--- src/rtl/snake_input_tick_ctrl_if.sv ---
// Game-control bundle between the input/tick controller and the snake engine.
//   start   : game-start strobe (controller -> engine)
//   move    : step strobe, held for MOVE_HOLD cycles (controller -> engine)
//   up/down/left/right : one-hot steering, stable while move=1 (controller -> engine)
//   running : 1 while a game is in progress (controller -> engine)
//   dead    : engine death flag, level (engine -> controller)
//   score   : engine score, unsigned (engine -> controller)
interface snake_input_tick_ctrl_if;
  logic       start;
  logic       move;
  logic       up;
  logic       down;
  logic       left;
  logic       right;
  logic       running;
  logic       dead;
  logic [5:0] score;

  modport master (
    output start, move, up, down, left, right, running,
    input  dead, score
  );

  modport slave (
    input  start, move, up, down, left, right, running,
    output dead, score
  );
endinterface

--- src/rtl/snake_input_tick_ctrl.sv ---
// Upstream stage of the snake movement engine: debounces the five board buttons,
// runs the game FSM (idle/start/run/step/over), emits the start pulse, the periodic
// move strobe and a one-hot steering direction held stable across each step.
// The step period shrinks with score down to MIN_PERIOD.
//   clk, rst_n        : system clock, asynchronous active-low reset
//   btn_up..btn_start : raw asynchronous active-high buttons
//   bus (master)      : start/move/direction/running out, dead/score in
module snake_input_tick_ctrl #(
  parameter int unsigned DB_CYCLES   = 250000,
  parameter int unsigned BASE_PERIOD = 25000000,
  parameter int unsigned MIN_PERIOD  = 5000000,
  parameter int unsigned SPEEDUP     = 500000,
  parameter int unsigned MOVE_HOLD   = 32,
  parameter int unsigned START_LEN   = 4
) (
  input  logic                           clk,
  input  logic                           rst_n,
  input  logic                           btn_up,
  input  logic                           btn_down,
  input  logic                           btn_left,
  input  logic                           btn_right,
  input  logic                           btn_start,
  snake_input_tick_ctrl_if.master        bus
);

  typedef enum logic [2:0] {S_IDLE, S_START, S_RUN, S_STEP, S_OVER} state_t;
  typedef enum logic [1:0] {DIR_UP, DIR_DOWN, DIR_LEFT, DIR_RIGHT} dir_t;

  localparam logic [31:0] SPAN = 32'(BASE_PERIOD - MIN_PERIOD);

  function automatic dir_t opposite(input dir_t d);
    case (d)
      DIR_UP:   opposite = DIR_DOWN;
      DIR_DOWN: opposite = DIR_UP;
      DIR_LEFT: opposite = DIR_RIGHT;
      default:  opposite = DIR_LEFT;
    endcase
  endfunction

  // Button bit order: 0 up, 1 down, 2 left, 3 right, 4 start.
  logic [4:0]  btn_raw;
  logic [4:0]  sync1, sync2, db, press;
  logic [31:0] db_cnt [5];

  assign btn_raw = {btn_start, btn_right, btn_left, btn_down, btn_up};

  // press[i] is a registered 1-cycle pulse on the debounced 0->1 transition.
  always_ff @(posedge clk or negedge rst_n) begin
    if (!rst_n) begin
      sync1 <= '0;
      sync2 <= '0;
      db    <= '0;
      press <= '0;
      for (int unsigned i = 0; i < 5; i++) db_cnt[i] <= '0;
    end else begin
      sync1 <= btn_raw;
      sync2 <= sync1;
      for (int unsigned i = 0; i < 5; i++) begin
        press[i] <= 1'b0;
        if (sync2[i] == db[i]) begin
          db_cnt[i] <= '0;
        end else if (db_cnt[i] >= DB_CYCLES - 1) begin
          db_cnt[i] <= '0;
          db[i]     <= sync2[i];
          press[i]  <= sync2[i];
        end else begin
          db_cnt[i] <= db_cnt[i] + 32'd1;
        end
      end
    end
  end

  // Step period; the floor test avoids unsigned underflow for large scores.
  logic [31:0] prod, p_calc, period_q;
  always_comb begin
    prod   = 32'(bus.score) * 32'(SPEEDUP);
    p_calc = (prod >= SPAN) ? 32'(MIN_PERIOD) : 32'(BASE_PERIOD) - prod;
  end

  state_t      state, state_d;
  dir_t        dir_cur, dir_cur_d, dir_pend, dir_pend_d, req;
  logic        req_v;
  logic [31:0] tick, tick_d, hold, hold_d;
  logic        start_q, move_q, running_q;

  always_comb begin
    state_d    = state;
    tick_d     = tick;
    hold_d     = hold;
    dir_cur_d  = dir_cur;
    dir_pend_d = dir_pend;

    req_v = 1'b1;
    if      (press[0]) req = DIR_UP;
    else if (press[1]) req = DIR_DOWN;
    else if (press[2]) req = DIR_LEFT;
    else if (press[3]) req = DIR_RIGHT;
    else begin
      req   = dir_pend;
      req_v = 1'b0;
    end

    // Only the highest-priority press is considered; a reversal is dropped.
    if ((state inside {S_START, S_RUN, S_STEP}) && req_v && (req != opposite(dir_cur)))
      dir_pend_d = req;

    case (state)
      S_IDLE, S_OVER: begin
        if (press[4]) begin
          state_d    = S_START;
          tick_d     = '0;
          hold_d     = '0;
          dir_cur_d  = DIR_RIGHT;
          dir_pend_d = DIR_RIGHT;
        end
      end
      S_START: begin
        if (hold == START_LEN - 1) begin
          state_d = S_RUN;
          hold_d  = '0;
          tick_d  = '0;
        end else begin
          hold_d = hold + 32'd1;
        end
      end
      S_RUN: begin
        tick_d = tick + 32'd1;
        if (bus.dead) begin
          state_d = S_OVER;
        end else if (press[4]) begin
          state_d    = S_START;
          tick_d     = '0;
          hold_d     = '0;
          dir_cur_d  = DIR_RIGHT;
          dir_pend_d = DIR_RIGHT;
        end else if (tick == period_q - 32'd1) begin
          state_d   = S_STEP;
          tick_d    = '0;
          hold_d    = '0;
          dir_cur_d = dir_pend;
        end
      end
      S_STEP: begin
        if (hold == MOVE_HOLD - 1) begin
          state_d = S_RUN;
          hold_d  = '0;
          tick_d  = '0;
        end else begin
          hold_d = hold + 32'd1;
        end
      end
      default: state_d = S_IDLE;
    endcase
  end

  // Strobes are registered decodes of the next state so they align with the state
  // register and carry no combinational path from inputs.
  always_ff @(posedge clk or negedge rst_n) begin
    if (!rst_n) begin
      state     <= S_IDLE;
      tick      <= '0;
      hold      <= '0;
      period_q  <= 32'(BASE_PERIOD);
      dir_cur   <= DIR_RIGHT;
      dir_pend  <= DIR_RIGHT;
      start_q   <= 1'b0;
      move_q    <= 1'b0;
      running_q <= 1'b0;
    end else begin
      state     <= state_d;
      tick      <= tick_d;
      hold      <= hold_d;
      dir_cur   <= dir_cur_d;
      dir_pend  <= dir_pend_d;
      if (tick == '0) period_q <= p_calc;
      start_q   <= (state_d == S_START);
      move_q    <= (state_d == S_STEP);
      running_q <= (state_d inside {S_START, S_RUN, S_STEP});
    end
  end

  assign bus.start   = start_q;
  assign bus.move    = move_q;
  assign bus.running = running_q;
  assign bus.up      = (dir_cur == DIR_UP);
  assign bus.down    = (dir_cur == DIR_DOWN);
  assign bus.left    = (dir_cur == DIR_LEFT);
  assign bus.right   = (dir_cur == DIR_RIGHT);

endmodule

--- src/flat_wrapper.sv ---
// flat-port wrapper written by rule: the top's interface ports become plain ports
module snake_input_tick_ctrl_flat 
#(
  parameter int unsigned DB_CYCLES   = 250000,
  parameter int unsigned BASE_PERIOD = 25000000,
  parameter int unsigned MIN_PERIOD  = 5000000,
  parameter int unsigned SPEEDUP     = 500000,
  parameter int unsigned MOVE_HOLD   = 32,
  parameter int unsigned START_LEN   = 4
)
  (clk, rst_n, btn_up, btn_down, btn_left, btn_right, btn_start, bus_start, bus_move, bus_up, bus_down, bus_left, bus_right, bus_running, bus_dead, bus_score);
  snake_input_tick_ctrl_if bus_i ();
  input  logic clk;
  input  logic rst_n;
  input  logic btn_up;
  input  logic btn_down;
  input  logic btn_left;
  input  logic btn_right;
  input  logic btn_start;
  output wire logic [$bits(bus_i.start)-1:0] bus_start;
  output wire logic [$bits(bus_i.move)-1:0] bus_move;
  output wire logic [$bits(bus_i.up)-1:0] bus_up;
  output wire logic [$bits(bus_i.down)-1:0] bus_down;
  output wire logic [$bits(bus_i.left)-1:0] bus_left;
  output wire logic [$bits(bus_i.right)-1:0] bus_right;
  output wire logic [$bits(bus_i.running)-1:0] bus_running;
  input wire logic [$bits(bus_i.dead)-1:0] bus_dead;
  input wire logic [$bits(bus_i.score)-1:0] bus_score;
  assign bus_start = bus_i.start;
  assign bus_move = bus_i.move;
  assign bus_up = bus_i.up;
  assign bus_down = bus_i.down;
  assign bus_left = bus_i.left;
  assign bus_right = bus_i.right;
  assign bus_running = bus_i.running;
  assign bus_i.dead = bus_dead;
  assign bus_i.score = bus_score;
  snake_input_tick_ctrl #(.DB_CYCLES(DB_CYCLES), .BASE_PERIOD(BASE_PERIOD), .MIN_PERIOD(MIN_PERIOD), .SPEEDUP(SPEEDUP), .MOVE_HOLD(MOVE_HOLD), .START_LEN(START_LEN)) u_core (.clk(clk), .rst_n(rst_n), .btn_up(btn_up), .btn_down(btn_down), .btn_left(btn_left), .btn_right(btn_right), .btn_start(btn_start), .bus(bus_i));
endmodule
--- config.mk ---
export PLATFORM = sky130hd
export DESIGN_NAME = snake_input_tick_ctrl_flat
export DESIGN_NICKNAME = d
export VERILOG_FILES = /design/src/rtl/snake_input_tick_ctrl_if.sv /design/src/rtl/snake_input_tick_ctrl.sv /design/src/flat_wrapper.sv
export SDC_FILE = /design/constraint.sdc
export NUM_CORES = 1
export LEC_CHECK = 0
export BUFFER_PORTS_ARGS = -buffer_cell sky130_fd_sc_hd__buf_4
export CORE_MARGIN = 1
export CORE_UTILIZATION = 54
export DETAILED_ROUTE_END_ITERATION = 6
export PLACE_DENSITY_LB_ADDON = 0.15
export SLEW_MARGIN = 20
export SYNTH_ARGS = -nofsm -noshare
export SYNTH_HDL_FRONTEND = slang
export SYNTH_SLANG_ARGS = --single-unit
--- constraint.sdc ---
create_clock -name clk -period 5.1 [get_ports clk]
set_input_delay 1.02 -clock clk [delete_from_list [all_inputs] [get_ports clk]]
set_output_delay 1.02 -clock clk [all_outputs]
set_load 0.02 [all_outputs]
* Word level (Yosys, flattened, before mapping)
Index checks and enable logic that the tools add are counted.
Cells by class: $add $sub $neg 9, $mul 1, div/mod/pow operators 0, $lt $le $gt $ge 6, equal/unequal tests 24, shifts and indexed selects 0, muxes and demuxes 59, bitwise operators 5, reductions and logical operators 18
Operator list (count):
- 32-bit two-way mux | 22
- 32-bit case mux with 4 select lines | 2
- 32-bit by 1-bit adder with 32-bit output (second input constant) | 7
- 32-bit by 18-bit greater-or-equal comparator with 1-bit output (second input constant) | 5
- 32-bit by 2-bit == test with 1-bit output (second input constant) | 1
- 32-bit == test | 1
- 32-bit by 5-bit == test with 1-bit output (second input constant) | 1
- 32-bit zero test | 1
- 32-bit by 1-bit subtractor with 32-bit output (second input constant) | 1
- 25-bit by 25-bit subtractor with 26-bit output (first input constant) | 1
- 25-bit greater-or-equal comparator (second input constant) | 1
- 2-bit two-way mux | 11
- 6-bit by 14-bit multiplier with 20-bit output (second input constant) | 1
- 3-bit two-way mux | 6
- 1-bit two-way mux | 14
- 3-bit by 2-bit == test with 1-bit output (second input constant) | 4
- 3-bit case mux with 4 select lines | 1
- 4-bit AND reduction | 3
- 2-bit AND reduction | 5
- 2-bit case mux with 2 select lines | 2
- 3-bit by 1-bit == test with 1-bit output (second input constant) | 2
- 2-bit inequality test (second input constant) | 3
- 2-bit case mux with 3 select lines | 1
- 3-bit nonzero test | 2
- other kinds (14) | 24
Storage, ports and cells: bits in registers 286, latch bits 0, bits in writable memories 0, ROM bits 0, bits of input ports 14, output and inout port bits 7, word-level logic and storage cells 144, memories 0

* Longest topological paths before layout
depth in word-level cells 10, mapped depth 18, gate-level depth less buffers 16

* Worst setup path after synthesis
OpenSTA, ideal clock, no wires.
path type input -> register, start input bus_score[0], end register u_core.period_q[8], library setup time 0.133 ns, arrival 4.830 ns, data required time 4.967 ns, path slack 0.136 ns, stages on the path 17, path buffers 1, path through inv_1 > fa_1 > inv_1 > ha_1 > inv_1 > fa_1 > inv_1 > ha_1 > a21oi_1 > inv_1 > o311a_1 > or3_1 > and3_1 > a2111oi_0 > or2_2 > clkbuf_1 > a21oi_1
Between the ends: longest elaborated chain between the ends 3, elaborated cells between the ends (all ways) 4, classes of those cells 1 x add/sub; 1 x mul; 1 x order compare; 1 x mux
RTL lines:
- start, declared | RTL line flat_wrapper.sv:28 | input wire logic [$bits(bus_i.score)-1:0] bus_score;
- 6-bit by 14-bit multiplier with 20-bit output (*) | RTL line snake_input_tick_ctrl.sv:76 | prod = 32'(bus.score) * 32'(SPEEDUP);
- 25-bit by 25-bit subtractor with 26-bit output or 25-bit greater-or-equal comparator (tied branches) | RTL line snake_input_tick_ctrl.sv:77 | p_calc = (prod >= SPAN) ? 32'(MIN_PERIOD) : 32'(BASE_PERIOD) - prod;
- 32-bit two-way mux (*) | RTL line snake_input_tick_ctrl.sv:77
- end signal, assigned | RTL line snake_input_tick_ctrl.sv:163 | period_q <= 32'(BASE_PERIOD);
- end signal, assigned | RTL line snake_input_tick_ctrl.sv:175 | if (tick == '0) period_q <= p_calc;
- end, declared | RTL line snake_input_tick_ctrl.sv:74 | logic [31:0] prod, p_calc, period_q;
Mark *: on every way between the ends. The rest lies on a longest branch, timed or not. A chain may end at the register's enable or synchronous reset.

* Final worst setup path
start input bus_score[0], end register u_core.period_q[15]
The elaborated chain is that of the path after synthesis.

==> results.md <==
* Reg2reg end: u_core.hold[27]$_DFFE_PN0P_
* Final Instance Area at 0.0160 sq mm
* Reg clk slew, reported paths at 0.06 ns
* Post-synth EDFFs at 0
* Initial Util at 55.5%
* VDD IR-drop max at 300 uV
* CTS Root Cell: clkbuf_16
* Slew margin rel. at 39.8%
* Area leader, netlist: dfrtp_1
* Row Count at 58
* Skew final at 0.0110 ns
* Worst-path maximum fanout at 10
* Post-CTS Setup Bufs at 0
* Longest Clk Path Bufs at 3
* Post-route setup TNS at 0 ns
* Most frequent cells in the layout: dfrtp_1, nor2_1, nand2_1, xnor2_1, xor2_1
* Pwr Total at 5.34 mW
* Antenna viol nets, final at 0
* Commonest non-fill, non-tap cell in the layout: dfrtp_1
* Final period utilization at 90.3%
* Number of fill cells at 2109
* Post-layout min period at 4.61 ns
* Flops & latches, synth at 275
* Mapped Cells at 1409
* GPL Wtd Cong at 0.825
* Synth Area in XOR/XNOR at 9.57%
* Total of max-cap violations at 0
* Hold Path Class: reg -> reg
* Post-Synth Simple-Gate Area at 21.6%
* Mean Syn Cell Area at 10.0 sq um
* Worst Reg-to-Reg Cells at 10
* Final Hold Fails at 0
* First-pass GRT wire length at 47.0 mm
* Max frequency at 0.217 GHz
* CP required at 5.54 ns
* DRC at 0
* GRT Total Usage at 21.2%
* I/O pin cnt at 21
* CP peak stage delay at 0.54 ns
* Slew Viols, Final at 0
* Startpoint Class: input port
* Worst Setup End Kind: flop
* Final net count at 1586
* Skew-Pair Late Insertion Delay at 0.54 ns
* I/O Buffers at 20
* Largest net degree at the start of global routing at 125
* Die height at 164 um
* Placed inst area at 0.0150 sq mm
* Synthesized cell area at 0.0141 sq mm
* Final setup fails at 0
* Drt pass-1 iters at 5
* Top area cells in the synthesized netlist: dfrtp_1, xnor2_1, xor2_1
* Critical path's slowest cell: fa_1
* CP Data Arrival Time at 5.04 ns
* Main combinational cell family by area after synthesis: simple AND/OR/NAND/NOR gates
* H-tree Lvls at 1
* Worst setup margin at 0.494 ns
* Via density at 5.60
* CTS buffer count at 29
* Setup CP Type: in -> reg
* ANT cells at 0
* Initial DRC Count at 712
* DP Worst Slack at -0.0648 ns
* Least-Margin Pin Slew at 0.903 ns
* HP Start: u_core.sync1[0]$_DFF_PN0_
* DR vias at 10500
* Clk sinks at 275
* Critical Path Start: bus_score[0]
* Top cell type's share of synthesized area at 46.0%
* Power per cell area at 333 mW/mm^2
* Mux contribution to synthesized area at 0.684%
* Share of synthesized registers carrying an async set or reset at 100%
* Cell repeated most along the worst path: inv_1
* Sequential-to-total area share from yosys stat at 49.0%
* Antenna violations before repair at 0
* CTS tree: yes
* Yosys warns at 0
* Final core occ at 63.1%
* Routed WL at 27.6 mm
* Leakage at 7.06 nW
* Cells along the critical path: buf_4, inv_1, fa_1, inv_1, ha_1, inv_1, fa_1, inv_1, ha_1, a21oi_1, inv_1, o311a_1, or3_1, and3_1, a2111oi_0, buf_4, nor2_1, buf_4, o31ai_1
* Hold buffers post-CTS at 0
* Reg-to-reg setup timing slack at 1.38 ns
* Synth Area in Compound Gates at 10.8%
* Die area at 0.0267 sq mm
* Vias in the first global route at 9812
* Synth Area in Adders at 5.51%
* Worst r2r src: u_core.period_q[5]$_DFFE_PN0N_
* Post-CTS Resized at 0
* HPWL after DPL at 19.1 mm
* Share of cells above drive strength 1 at 10.1%
* Grt total ovfl at 0
* Area delta synth->final at 13.8%
* Crit path to: u_core.period_q[15]$_DFFE_PN0N_
* Outcome: completed
* CORE AREA at 0.0254 sq mm
* Cell variety after synth at 78
* Top_reg_cell synth: dfrtp_1
* Die width at 164 um
* WL/cell at 14.8 um
* RSZ-0062 raised after global routing: no
flip-flops by register name, summed over array words and instances (netlist names):
signal	cells
u_core.sync2	5
u_core.press	5
u_core.db_cnt	160
u_core.db	5
u_core.sync1	5
u_core.hold	32
u_core.dir_cur	2
u_core.period_q	21
u_core.tick	32
u_core.state	3
u_core.bus.running	1
u_core.dir_pend	2
u_core.bus.move	1
u_core.bus.start	1
cell families (layout without fill, tap and decap cells):
family / after synthesis / after routing
buf+inv: 98 / 158
other cells: 1 / 70
compound gates: 223 / 223
xor+xnor: 154 / 154
simple gates: 593 / 593
flops: 275 / 275
mux: 9 / 9
fa+ha+maj: 56 / 56
metrics by stage:
stage | std cells | hold WS (ns)
final | 1868 | 0.349
after global placement | 1815 | 0.337
after floorplan | 1478 | 0.331
after detailed placement | 1815 | 0.336
after global routing | 1868 | 0.359
after CTS | 1868 | 0.349
worst max-delay path: cells and delay by family:
family	cells	cell delay, ns
adder cells (fa/ha/maj)	4	1.59
AO/OA/AOI/OAI	4	1.13
buffers and inverters	8	0.73
AND/OR/NAND/NOR	3	0.55
routing by layer:
metal,global-route usage [%],share of wire (%),vias to the layer above,wire (um)
met5,0,0,-,0
met4,4.84,1.9,0,518
met3,2.64,3.0,42,834
met2,35.3,47,165,12900
met1,29.7,48,5105,13300
li1,-,-,5153,-
where the power goes:
group,leakage (nW),switching (mW),internal [mW],total [mW]
Combinational,3.29,0.405,0.340,0.745
Clock,0.519,0.849,1.39,2.24
Sequential,3.25,0.0790,2.28,2.36
area by class of cell:
type | count | area, sq um | area share, %
inverters | 52 | 195 | 1.22
multi-input cells | 1105 | 7060 | 44.0
flip-flops and latches | 275 | 6900 | 43.0
clock buffers | 40 | 867 | 5.41
clock inverters | 13 | 179 | 1.12
well taps | 330 | 413 | 2.58
repair buffers | 53 | 418 | 2.61
Yosys cell counts, types with 9 or more instances:
cell type / n
dfrtp_1: 259
nor2_1: 161
nand2_1: 109
xnor2_1: 82
xor2_1: 72
nand3_1: 69
a21oi_1: 59
inv_1: 52
and3_1: 46
ha_1: 46
nor4_1: 40
clkbuf_1: 37
nor3_1: 36
nand4_1: 35
o21ai_0: 31
a31oi_1: 29
and2_1: 16
dfstp_2: 16
nand2b_1: 11
and4_1: 10
fa_1: 10
nor3b_1: 10
o31ai_1: 10
or2_2: 9
worst min path at each step:
| stage | to | slack (ns) | cells past startpoint |
|---|---|---|---|
| 2_1_floorplan | u_core.sync2[0]$_DFF_PN0_ | 0.33 | 0 |
| 3_3_place_gp | u_core.sync2[0]$_DFF_PN0_ | 0.34 | 0 |
| 3_5_place_dp | u_core.sync2[0]$_DFF_PN0_ | 0.34 | 0 |
| 4_1_cts | u_core.sync2[0]$_DFF_PN0_ | 0.35 | 0 |
| 5_1_grt | u_core.sync2[0]$_DFF_PN0_ | 0.36 | 0 |
| 6_report | u_core.sync2[0]$_DFF_PN0_ | 0.35 | 0 |
(Power assumes the default switching activity.)
